==> config.mk <==
export PLATFORM = sky130hd
export DESIGN_NAME = uart_prog_loader_flat
export DESIGN_NICKNAME = d
export VERILOG_FILES = /design/src/rtl/uart_prog_pkg.sv /design/src/rtl/uart_prog_if.sv /design/src/rtl/uart_prog_rx.sv /design/src/rtl/uart_prog_loader.sv /design/src/flat_wrapper.sv
export SDC_FILE = /design/constraint.sdc
export NUM_CORES = 1
export LEC_CHECK = 0
export ABC_CLOCK_PERIOD_IN_PS = 7700
export CAP_MARGIN = 15
export CORE_MARGIN = 4
export CORE_UTILIZATION = 40
export CTS_CLUSTER_SIZE = 16
export DETAILED_ROUTE_END_ITERATION = 16
export PLACE_DENSITY = 0.56
export SLEW_MARGIN = 10
export SYNTH_ARGS = -nofsm -noshare
export SYNTH_HDL_FRONTEND = slang
export SYNTH_SLANG_ARGS = --single-unit
==> constraint.sdc <==
create_clock -name clk -period 7.7 [get_ports clk]
set_input_delay 1.54 -clock clk [delete_from_list [all_inputs] [get_ports clk]]
set_output_delay 1.54 -clock clk [all_outputs]
set_load 0.02 [all_outputs]
==> src/rtl/uart_prog_pkg.sv <==
// Shared types and constants for the UART program loader.
// UART_PROG_PARITY_EN adds the RX_PARITY state for even-parity frames.
package uart_prog_pkg;

  localparam int          DATA_BITS      = 8;
  localparam int          BYTES_PER_WORD = 4;
  localparam logic [31:0] END_WORD_DEF   = 32'hFFFF_FFFF;

`ifdef UART_PROG_PARITY_EN
  typedef enum logic [2:0] {RX_IDLE, RX_START, RX_DATA, RX_PARITY, RX_STOP} rx_state_t;
`else
  typedef enum logic [2:0] {RX_IDLE, RX_START, RX_DATA, RX_STOP} rx_state_t;
`endif

  typedef enum logic [1:0] {LD_OFF, LD_RECV, LD_WRITE, LD_DONE} ld_state_t;

endpackage

==> src/rtl/uart_prog_if.sv <==
// Instruction-memory write port driven by the program loader.
interface uart_prog_if #(
  parameter int ADDR_W = 12
) ();
  logic              mem_we_o;
  logic [ADDR_W-1:0] mem_addr_o;
  logic [31:0]       mem_wdata_o;

  modport master (output mem_we_o, mem_addr_o, mem_wdata_o);
  modport slave  (input  mem_we_o, mem_addr_o, mem_wdata_o);
endinterface

==> src/rtl/uart_prog_rx.sv <==
// UART byte receiver: two-flop synchronizer, mid-bit sampling, LSB-first 8-bit frames.
// UART_PROG_PARITY_EN selects 8E1 framing; otherwise 8N1.
module uart_prog_rx
  import uart_prog_pkg::*;
#(
  parameter int CLKS_PER_BIT = 347
) (
  input  logic       clk,
  input  logic       rst_l,
  input  logic       rx_i,
  output logic       rx_valid,
  output logic [7:0] rx_byte,
  output logic       rx_err
);

  localparam int               CNT_W   = $clog2(CLKS_PER_BIT);
  localparam logic [CNT_W-1:0] HALF_M1 = CNT_W'(CLKS_PER_BIT / 2 - 1);
  localparam logic [CNT_W-1:0] FULL_M1 = CNT_W'(CLKS_PER_BIT - 1);
  localparam logic [2:0]       LAST_BIT = 3'(DATA_BITS - 1);

  logic             r_meta, r_sync, r_prev;
  rx_state_t        r_state, w_next;
  logic [CNT_W-1:0] r_cnt;
  logic [2:0]       r_bit;
  logic [7:0]       r_shift;
  logic             w_tick, w_fall, w_par_ok, w_stop_ok, w_stop_bad;

  // Synchronizer and previous-value flop idle high so reset never looks like a start edge
  always_ff @(posedge clk or negedge rst_l) begin
    if (!rst_l) begin
      r_meta <= 1'b1;
      r_sync <= 1'b1;
      r_prev <= 1'b1;
    end else begin
      r_meta <= rx_i;
      r_sync <= r_meta;
      r_prev <= r_sync;
    end
  end

  assign w_fall = r_prev & ~r_sync;
  assign w_tick = (r_state == RX_START) ? (r_cnt == HALF_M1) : (r_cnt == FULL_M1);

  always_ff @(posedge clk or negedge rst_l) begin
    if (!rst_l) r_state <= RX_IDLE;
    else        r_state <= w_next;
  end

  always_comb begin
    w_next = r_state;
    case (r_state)
      RX_IDLE:  if (w_fall) w_next = RX_START;
      RX_START: if (w_tick) w_next = r_sync ? RX_IDLE : RX_DATA;
`ifdef UART_PROG_PARITY_EN
      RX_DATA:   if (w_tick && r_bit == LAST_BIT) w_next = RX_PARITY;
      RX_PARITY: if (w_tick) w_next = RX_STOP;
`else
      RX_DATA:  if (w_tick && r_bit == LAST_BIT) w_next = RX_STOP;
`endif
      RX_STOP:  if (w_tick) w_next = RX_IDLE;
      default:  w_next = RX_IDLE;
    endcase
  end

  always_comb begin
    w_stop_ok  = 1'b0;
    w_stop_bad = 1'b0;
    if (r_state == RX_STOP && w_tick) begin
      if (r_sync && w_par_ok) w_stop_ok  = 1'b1;
      else                    w_stop_bad = 1'b1;
    end
  end

`ifdef UART_PROG_PARITY_EN
  logic r_par_ok;

  always_ff @(posedge clk or negedge rst_l) begin
    if (!rst_l)                              r_par_ok <= 1'b1;
    else if (r_state == RX_PARITY && w_tick) r_par_ok <= ((^r_shift) == r_sync);
  end

  assign w_par_ok = r_par_ok;
`else
  assign w_par_ok = 1'b1;
`endif

  always_ff @(posedge clk or negedge rst_l) begin
    if (!rst_l) begin
      r_cnt    <= '0;
      r_bit    <= '0;
      r_shift  <= '0;
      rx_valid <= 1'b0;
      rx_byte  <= '0;
      rx_err   <= 1'b0;
    end else begin
      rx_valid <= w_stop_ok;
      rx_err   <= w_stop_bad;
      if (w_stop_ok) rx_byte <= r_shift;
      if (r_state == RX_IDLE || w_tick) r_cnt <= '0;
      else                              r_cnt <= r_cnt + 1'b1;
      if (r_state == RX_START) r_bit <= '0;
      if (r_state == RX_DATA && w_tick) begin
        r_shift <= {r_sync, r_shift[7:1]};
        r_bit   <= r_bit + 1'b1;
      end
    end
  end

endmodule

==> src/rtl/uart_prog_loader.sv <==
// Serial firmware loader: assembles little-endian words from UART bytes and writes
// them sequentially to instruction memory, holding the core in reset until the end word.
// UART_PROG_PARITY_EN (in uart_prog_rx) enables even-parity framing.
module uart_prog_loader
  import uart_prog_pkg::*;
#(
  parameter int          CLKS_PER_BIT = 347,
  parameter int          ADDR_W       = 12,
  parameter logic [31:0] END_WORD     = END_WORD_DEF
) (
  input  logic        clk,
  input  logic        rst_l,
  input  logic        en_i,
  input  logic        rx_i,
  output logic        ready_o,
  output logic        core_rst_l_o,
  output logic        done_o,
  output logic        err_o,
  uart_prog_if.master mem
);

  localparam int               BCNT_W    = $clog2(BYTES_PER_WORD);
  localparam logic [BCNT_W-1:0] LAST_BYTE = BCNT_W'(BYTES_PER_WORD - 1);

  ld_state_t         r_state, w_next;
  logic              w_rx_valid, w_rx_err;
  logic [7:0]        w_rx_byte;
  logic [BCNT_W-1:0] r_bcnt;
  logic [31:0]       r_word, w_word;
  logic [ADDR_W-1:0] r_idx, r_mem_addr;
  logic [31:0]       r_mem_wdata;
  logic              r_full, r_err;
  logic              w_byte_ok, w_last, w_is_end, w_we;

  uart_prog_rx #(
    .CLKS_PER_BIT (CLKS_PER_BIT)
  ) u_rx (
    .clk      (clk),
    .rst_l    (rst_l),
    .rx_i     (rx_i),
    .rx_valid (w_rx_valid),
    .rx_byte  (w_rx_byte),
    .rx_err   (w_rx_err)
  );

  // A byte landing in the same cycle en_i drops is discarded
  assign w_byte_ok = w_rx_valid && (r_state == LD_RECV) && en_i;
  assign w_last    = w_byte_ok && (r_bcnt == LAST_BYTE);
  assign w_word    = {w_rx_byte, r_word[23:0]};
  assign w_is_end  = (w_word == END_WORD);

  always_ff @(posedge clk or negedge rst_l) begin
    if (!rst_l) r_state <= LD_OFF;
    else        r_state <= w_next;
  end

  always_comb begin
    w_next = r_state;
    case (r_state)
      LD_OFF:   if (en_i) w_next = LD_RECV;
      LD_RECV: begin
        if (!en_i)                      w_next = LD_OFF;
        else if (w_last && w_is_end)    w_next = LD_DONE;
        else if (w_last && !r_full)     w_next = LD_WRITE;
      end
      LD_WRITE: w_next = en_i ? LD_RECV : LD_OFF;
      LD_DONE:  w_next = LD_DONE;
      default:  w_next = LD_OFF;
    endcase
  end

  always_comb begin
    ready_o      = 1'b0;
    w_we         = 1'b0;
    done_o       = 1'b0;
    core_rst_l_o = 1'b0;
    case (r_state)
      LD_RECV:  ready_o = 1'b1;
      LD_WRITE: begin
        ready_o = 1'b1;
        w_we    = 1'b1;
      end
      LD_DONE: begin
        done_o       = 1'b1;
        core_rst_l_o = 1'b1;
      end
      default: ;
    endcase
  end

  // Write address/data are captured with the 4th byte and held until the next write
  always_ff @(posedge clk or negedge rst_l) begin
    if (!rst_l) begin
      r_bcnt      <= '0;
      r_word      <= '0;
      r_idx       <= '0;
      r_full      <= 1'b0;
      r_mem_addr  <= '0;
      r_mem_wdata <= '0;
      r_err       <= 1'b0;
    end else begin
      if ((w_rx_err && r_state != LD_DONE) || (w_last && !w_is_end && r_full))
        r_err <= 1'b1;
      case (r_state)
        LD_RECV: begin
          if (!en_i) begin
            r_bcnt <= '0;
            r_word <= '0;
            r_idx  <= '0;
            r_full <= 1'b0;
          end else if (w_byte_ok) begin
            if (w_last) begin
              r_bcnt <= '0;
              r_word <= '0;
              if (!w_is_end && !r_full) begin
                r_mem_addr  <= r_idx;
                r_mem_wdata <= w_word;
              end
            end else begin
              r_word[{r_bcnt, 3'b000} +: 8] <= w_rx_byte;
              r_bcnt                        <= r_bcnt + 1'b1;
            end
          end
        end
        LD_WRITE: begin
          if (!en_i) begin
            r_bcnt <= '0;
            r_word <= '0;
            r_idx  <= '0;
            r_full <= 1'b0;
          end else begin
            r_idx <= r_idx + 1'b1;
            if (r_idx == '1) r_full <= 1'b1;
          end
        end
        default: ;
      endcase
    end
  end

  assign mem.mem_we_o    = w_we;
  assign mem.mem_addr_o  = r_mem_addr;
  assign mem.mem_wdata_o = r_mem_wdata;
  assign err_o           = r_err;

endmodule

==> src/flat_wrapper.sv <==
// flat-port wrapper written by rule: the top's interface ports become plain ports
module uart_prog_loader_flat import uart_prog_pkg::*;
#(
  parameter int          CLKS_PER_BIT = 347,
  parameter int          ADDR_W       = 12,
  parameter logic [31:0] END_WORD     = END_WORD_DEF
)
  (clk, rst_l, en_i, rx_i, ready_o, core_rst_l_o, done_o, err_o, mem_mem_we_o, mem_mem_addr_o, mem_mem_wdata_o);
  uart_prog_if #(.ADDR_W(ADDR_W)) mem_i ();
  input  logic clk;
  input  logic rst_l;
  input  logic en_i;
  input  logic rx_i;
  output logic ready_o;
  output logic core_rst_l_o;
  output logic done_o;
  output logic err_o;
  output wire logic [$bits(mem_i.mem_we_o)-1:0] mem_mem_we_o;
  output wire logic [$bits(mem_i.mem_addr_o)-1:0] mem_mem_addr_o;
  output wire logic [$bits(mem_i.mem_wdata_o)-1:0] mem_mem_wdata_o;
  assign mem_mem_we_o = mem_i.mem_we_o;
  assign mem_mem_addr_o = mem_i.mem_addr_o;
  assign mem_mem_wdata_o = mem_i.mem_wdata_o;
  uart_prog_loader #(.CLKS_PER_BIT(CLKS_PER_BIT), .ADDR_W(ADDR_W), .END_WORD(END_WORD)) u_core (.clk(clk), .rst_l(rst_l), .en_i(en_i), .rx_i(rx_i), .ready_o(ready_o), .core_rst_l_o(core_rst_l_o), .done_o(done_o), .err_o(err_o), .mem(mem_i));
endmodule
### Yosys cells after proc, flatten, opt, wreduce, memory -nomap -nowiden

Index checks and enable logic that the tools add are counted.

* register bits: 130
* latch bits: 0
* bits in writable memories: 0
* ROM bits: 0
* output and inout port bits: 49
* logic and storage cells: 118
* memories: 0

* add/sub/neg operators: 5
* multiply operators: 0
* divide/modulo/power cells: 0
* $lt $le $gt $ge: 0
* equal/unequal tests: 23
* shift-type cells: 2
* muxes and demuxes: 41
* bitwise gates (word level): 2
* reduce and logical (&&, ||, !) cells: 27

Operators by type and width (count)
* $mux W32: 4
* $pmux W32 S2: 1
* $bwmux W32: 1
* $eq A32 B32 Y1 const B: 1
* $shift A8 B7 Y32 const A: 1
* $shiftx A8 B7 Y32: 1
* $mux W12: 2
* $pmux W12 S2: 1
* $mux W2: 9
* $mux W3: 6
* $ne A2 B2 Y1 const B: 8
* $add A12 B1 Y12 const B: 1
* $eq A12 B12 Y1 const B: 1
* $logic_and A1 B1 Y1: 12
* $mux W1: 12
* $pmux W3 S4: 1
* $add A9 B1 Y9 const B: 1
* $eq A9 B8 Y1 const B: 1
* $eq A9 B9 Y1 const B: 1
* $mux W9: 1
* $pmux W2 S4: 1
* $neg A5 Y7: 1
* $eq A2 B2 Y1 const B: 3
* $eq A3 B2 Y1 const B: 2
* 21 further kinds: 27

### Logic depth before layout (Yosys ltp)

Gate-level depths: netlist (run 1).

* depth in word-level cells: 9
* gate-level depth with buffers: 9
* mapped depth without buffers: 6

### Modules after synthesis

A second synthesis (run 1) with hierarchy kept.

* cells, all modules: 432
* area total of the unflattened synthesis: 5637.9 sq um

By module, submodules not included
* uart_prog_loader: instances 1, cells each 309, area an instance 4073.9 sq um
* uart_prog_rx: instances 1, cells each 123, area an instance 1564.0 sq um

### Least setup slack after synthesis (run 1)

OpenSTA, ideal clock, no wires.

* path type: input port to flip-flop
* start point: input port en_i
* end point: register u_core.r_word[0]
* data arrival time: 3064 ps
* slack: 4566 ps
* stages: 5
* path through: clkbuf_1 -> nor3b_1 -> nand3b_1 -> nor4b_1 -> a22o_1

* longest elaborated chain between the ends: 6

RTL lines
* from (decl): RTL line flat_wrapper.sv:12 `input logic en_i;`
* $logic_and A1 B1 Y1: RTL line uart_prog_loader.sv:47 `assign w_byte_ok = w_rx_valid && (r_state == LD_RECV) && en_i;`
* $logic_and A1 B1 Y1: RTL line uart_prog_loader.sv:48 `assign w_last = w_byte_ok && (r_bcnt == LAST_BYTE);`
* $mux W32: RTL line uart_prog_loader.sv:112 `if (w_last) begin`
* $mux W32: RTL line uart_prog_loader.sv:111 `end else if (w_byte_ok) begin`
* $mux W32: RTL line uart_prog_loader.sv:106 `if (!en_i) begin`
* $pmux W32 S2: RTL line uart_prog_loader.sv:104 `case (r_state)`
* to (signal, indexed assignment): RTL line uart_prog_loader.sv:120 `r_word[{r_bcnt, 3'b000} +: 8] <= w_rx_byte;`
* to (decl): RTL line uart_prog_loader.sv:29 `logic [31:0] r_word, w_word;`

Several ways; a longest one is shown, not always the timed one. The select of a mux whose other input is x is not followed.
A chain may end at the register's enable or synchronous reset.

### Final worst setup path (run 1)

* start point: register u_core.r_state[1]
* end point: output port ready_o

* longest elaborated chain between the ends: 3

RTL lines
* from (decl): RTL line uart_prog_loader.sv:25 `ld_state_t r_state, w_next;`
* from (signal assigned): RTL line uart_prog_loader.sv:54 `else r_state <= w_next;`
* $eq A2 B2 Y1 / $eq A2 B1 Y1 (equally long branches): RTL line uart_prog_loader.sv:77 `case (r_state)`
* $reduce_or A2 Y1 (no line) (*)
* $mux W1 (*): RTL line uart_prog_loader.sv:77
* to (decl): RTL line flat_wrapper.sv:14 `output logic ready_o;`

Mark *: on every way between the ends. The rest lies on a longest branch, timed or not.

==> results_dict.tcl, run 1 <==
set metrics [dict create \
    setup_viol 0 \
    hold_path.class "flop to flop" \
    powerDensity_mw_per_mm2 263 \
    layout-drive-gt1-share_pct 20.3 \
    io_buffers 52 \
    final_cell_mix "118 x dfrtp_1, 60 x mux2_2, 51 x clkdlybuf4s50_1" \
    dp_cells 665 \
    power_mw 1.78 \
    cts.sinks 121 \
    fmax_ghz 0.280 \
    register_area_mm2 0.00303 \
    drtAntennaViolNets 0 \
    maxSlewViolCount 0 \
    critPathKind "flop to primary output" \
    syn_to_final_growth_pct 23.5 \
    p_seq_share_pct 39.6 \
    power.internal_mw 1.29 \
    place_congestion 0.782 \
    cp.required_ns 6.16 \
    grt_pass1_vias 3719 \
    critical_path_arrival_ns 2.04 \
    dpl_cell_area_mm2 0.00618 \
    finalCritPeriodShare_pct 46.5 \
    hold_violations 0 \
    clk_pin_slew_ns 0.05 \
    yosysSeqAreaShare_pct 55.4 \
    htreeDepth 4 \
    synth_area_leader_cell "dfrtp_1" \
    netlist.area_leader.share_pct 54.0 \
    yosys.cell_types.count 59 \
    synth_area_per_cell_um2 12.2 \
    synth_flop_cell "dfrtp_1" \
    routedWlPerCell_um 15.7 \
    synth_edf_count 0 \
    antenna_found_initial 0 \
    crit_slowest_cell "clkdlybuf4s50_1" \
    tns_ns 0 \
    post_cts_buffers 0 \
    cpPeakStageDelay_ns 0.66 \
    outcome "completed" \
    die_w_um 125 \
    drc 0 \
    yosys_warnings 0 \
    grt_max_degree 63 \
    tightestPinTransition_ns 1.06 \
    dieArea_mm2 0.0156 \
    gr-usage-all-layers_pct 14.9 \
    pin_count 53 \
    dp_slack_ns 3.91 \
    hpwlAfterDp_um 7650 \
    max_cap_violations 0 \
    critPathMaxFanout 7 \
    row_count 42 \
    finClkSkew_ns 0.00764 \
    numCtsBuffers 17 \
    nets 526 \
    ys_ff_latch 121 \
    start_util_pct 41.2 \
    synthArstFlopShare_pct 100 \
    power.leakage_nw 3.06 \
    coreArea_mm2 0.0133 \
    fin_ws_ns 4.12 \
    antenna_cells 0 \
    crit_chain "inv_1 -> ha_1 -> clkdlybuf4s50_1" \
    cts_tree "yes" \
    synth_nets 467 \
    cts_root_buf "clkbuf_16" \
    setup.worst_path.end_class "primary output" \
    viasPerCell 5.19 \
    p_clk_share_pct 42.9 \
    p_comb_share_pct 17.5 \
    worst_skew_pair.late_latency_ns 0.41 \
    period_needed_ns 3.58 \
    syn_inst 449 \
    die_y_um 125 \
    multi_input_area_mm2 0.00224 \
    critPathLaunchType "flop" \
    finish.instance_area_mm2 0.00676 \
    postCtsResizedCells 0 \
    ir_drop_v 0.000169 \
    final_common_cell "dfrtp_1" \
    drtPass1Iterations 4 \
    drt_iter0_drc 222 \
    switchingPower_mw 0.485 \
    synth_area_leaders "dfrtp_1 54%, mux2_2 12%, mux2i_1 3.5%" \
    drt_wl_total_um 10900 \
    cts_hold_buf 0 \
    fillers 1165 \
    switching_share_pct 27.3 \
    grt-ovfl-total 0 \
    rsz0062_at_grt "false" \
    maxSlewHeadroom_pct 29.1 \
    clock_path_buffers 2 \
    vias 3620 \
    final_cells 697 \
    syn_area_mm2 0.00547 \
    grt_pass1_wl_um 18900 \
]
[sequential cells by signal, indices dropped and copies added, names as in the netlist, 3 cells and up]
register,cells
u_core.u_rx.r_cnt,9
u_core.u_rx.rx_byte,8
u_core.r_word,24
u_core.r_idx,12
u_core.u_rx.r_bit,3
u_core.u_rx.r_shift,8
u_core.mem.mem_wdata_o,32
u_core.mem.mem_addr_o,12
[cells in the mapped netlist (9+ instances only)]
| cell | number |
|---|---|
| a21oi_1 | 10 |
| o21ai_0 | 9 |
| mux2_2 | 60 |
| a22o_1 | 9 |
| clkbuf_1 | 9 |
| ha_1 | 14 |
| dfrtp_1 | 118 |
| inv_1 | 35 |
| nor3_1 | 10 |
| mux2i_1 | 19 |
| nand3_1 | 10 |
| nand2_1 | 32 |
| nand4_1 | 14 |
[cells by family after synthesis]
family,Yosys count,synth area share (%)
DFF,121,55.4
and+or+nand+nor,112,11.5
muxes,79,15.8
AOI/OAI and AO/OA,63,8.94
buffers and inverters,52,3.89
adders and majority gates,14,3.20
xor gates and xnor gates,8,1.28
[worst paths after layout]
path,start,slack (ns),to,cells past startpoint
setup / recovery,u_core.r_state[1],4.12,ready_o,3
hold / removal,u_core.u_rx.r_meta,0.36,u_core.u_rx.r_sync,0
setup reg to reg,u_core.u_rx.r_state[0],5.14,u_core.u_rx.rx_byte[5],4
hold reg to reg,u_core.u_rx.r_meta,0.36,u_core.u_rx.r_sync,0
max in group asynchronous,rst_l,5.26,u_core.mem.mem_wdata_o[8],2
min in group asynchronous,rst_l,1.18,u_core.mem.mem_addr_o[8],1
[power groups by stage]
stage,Sequential [mW],Combinational (mW),Clock [mW]
after CTS,0.702,0.315,0.787
after global routing,0.707,0.347,0.817
after detailed placement,0.713,0.314,0
final,0.704,0.311,0.763
after global placement,0.712,0.306,0
after floorplan,0.704,0.236,0
[worst max-delay path: cells and delay by family (launching register included)]
| family | cells | cell delay [ns] |
|---|---|---|
| flops | 1 | 0.41 |
| buf+inv | 2 | 0.77 |
| fa+ha+maj | 1 | 0.45 |
[per-stage QoR]
stage,hold WS (ns),util [%]
after global routing,0.371,50.8
final,0.363,50.8
after detailed placement,0.352,46.5
after CTS,0.366,50.8
after global placement,0.347,46.5
after floorplan,0.345,-
[routing by layer]
layer	GRT usage, %	share of wire (%)
met1	19.6	46
met2	23.5	48
met3	4.82	3.8
met4	5.17	1.4
met5	0	0
[layout make-up]
type / count / area share (%)
clock inverters: 9 / 1.48
clock buffers: 23 / 7.07
well taps: 176 / 3.26
flip-flops and latches: 121 / 44.9
multi-input cells: 276 / 33.2
inverters: 35 / 1.94
repair buffers: 57 / 8.22
Note: power is estimated with default switching activity, not from simulation.
==> inputs of run 2 (changes only) <==
ABC_CLOCK_PERIOD_IN_PS = 3570   (was 7700)
clock period = 3.57 ns   (was 7.7 ns; I/O delays follow)
==> run 2 against run 1 <==
Compared with the run above: final cell count rose by 0.14%; clock skew fell by 0.00077 ns; power rose by 110%; first-iteration DRC count fell by 13%; highest routed layer unchanged; count of clock-buffer cells in the layout rose by 2; critical path depth did not move; sequential share of layout area rose by 0.12 points; core utilization fell by 0.13 points; worst setup slack got worse by 3.3 ns.
==> results_dict.tcl, run 2 (synthesis gave the netlist of run 1 again) <==
set metrics [dict create \
    dp_cells 669 \
    hold_path.class "flop to flop" \
    coreArea_mm2 0.0133 \
    setup_viol 0 \
    path_buf_inv 2 \
    setup.worst_path.end_class "primary output" \
    grt_pass1_vias 3685 \
    antenna_cells 0 \
    drt_wl_total_um 11100 \
    viasPerCell 5.26 \
    grt_pass1_wl_um 18600 \
    cts_hold_buf 0 \
    layout-drive-gt1-share_pct 20.1 \
    fin_ws_ns 0.804 \
    hold_violations 0 \
    numCtsBuffers 17 \
    grt-ovfl-total 0 \
    postCtsResizedCells 0 \
    crit_slowest_cell "clkdlybuf4s50_1" \
    critPathMaxFanout 7 \
    maxSlewHeadroom_pct 38.9 \
    finish.instance_area_mm2 0.00674 \
    critPathLaunchType "flop" \
    clk_pin_slew_ns 0.05 \
    finalCritPeriodShare_pct 77.5 \
    routedWlPerCell_um 15.9 \
    dieArea_mm2 0.0156 \
    dpl_cell_area_mm2 0.00623 \
    pin_count 53 \
    final_common_cell "dfrtp_1" \
    antenna_found_initial 0 \
    max_cap_violations 0 \
    maxSlewViolCount 0 \
    cpPeakStageDelay_ns 0.66 \
    power.leakage_nw 3.06 \
    tightestPinTransition_ns 0.916 \
    fmax_ghz 0.361 \
    tns_ns 0 \
    power_mw 3.67 \
    hpwlAfterDp_um 7640 \
    gr-usage-all-layers_pct 14.8 \
    vias 3668 \
    start_util_pct 41.2 \
    grt_max_degree 122 \
    post_cts_buffers 0 \
    io_buffers 52 \
    largest_reg_flops 32 \
    die_y_um 125 \
    final_cell_mix "118 x dfrtp_1, 60 x mux2_2, 51 x clkdlybuf4s50_1" \
    final_util_pct 50.7 \
    die_w_um 125 \
    cts_tree "yes" \
    cts.sinks 121 \
    crit_family "buffers and inverters" \
    htreeDepth 4 \
    drtAntennaViolNets 0 \
    outcome "completed" \
    ir_drop_v 0.000392 \
    cts_root_buf "clkbuf_16" \
    place_congestion 0.840 \
    critical_path_arrival_ns 2.05 \
    powerDensity_mw_per_mm2 544 \
    clock_path_buffers 2 \
    syn_to_final_growth_pct 23.2 \
    drtPass1Iterations 4 \
    nets 530 \
    crit_chain "inv_1 -> ha_1 -> clkdlybuf4s50_1" \
    rsz0062_at_grt "false" \
    cp.required_ns 2.86 \
    drt_iter0_drc 194 \
    dp_slack_ns 0.594 \
    finClkSkew_ns 0.00687 \
    row_count 42 \
    hold_ws_ns 0.357 \
    critPathKind "flop to primary output" \
    worst_skew_pair.late_latency_ns 0.41 \
    final_cells 698 \
    period_needed_ns 2.77 \
    drc 0 \
]
[run 2: cell count changes in the layout (fill, tap and decap cells not counted), sizes merged]
cell,delta
clkinvlp,-2
bufinv,-2
clkbuf,+2
clkinv,-1
buf,+4
[run 2: final timing paths]
path | startpoint | to | slack, ns | cells past startpoint
min | u_core.u_rx.r_meta | u_core.u_rx.r_sync | 0.36 | 0
max reg2reg | u_core.u_rx.r_state[0] | u_core.u_rx.rx_byte[0] | 0.96 | 4
max in group asynchronous | rst_l | u_core.mem.mem_wdata_o[29] | 2.66 | 2
min in group asynchronous | rst_l | u_core.mem.mem_addr_o[9] | 0.37 | 2
min reg2reg | u_core.u_rx.r_meta | u_core.u_rx.r_sync | 0.36 | 0
max | u_core.r_state[1] | ready_o | 0.80 | 3
[run 2: area by class of cell]
type,count,area [µm²]
Clock buffer,25,485
Clock inverter,4,20.0
Fill cell,1163,6560
Inverter,35,131
Multi-Input combinational cell,276,2240
Sequential cell,121,3030
Tap cell,176,220
Timing Repair Buffer,61,611
[run 2: routing by layer]
layer  global-route usage (%)  wire, µm  up-vias
li1                         -         -     1758
met5                        0         0        -
met2                     23.6      5480       72
met4                     5.48       114        0
met1                     19.2      5090     1829
met3                     4.48       457        9
[run 2: power by group]
part	total (mW)	internal, mW	switching (mW)
registers	1.52	1.44	0.0765
clock network	1.46	0.922	0.540
logic	0.690	0.285	0.405
[run 2: worst reg2reg max path: stages, from the launching register on]
cell       delay (ns)
dfrtp_1          0.62
nand2b_4         0.08
or4_1            0.62
a2111oi_4        0.77
mux2_2           0.41
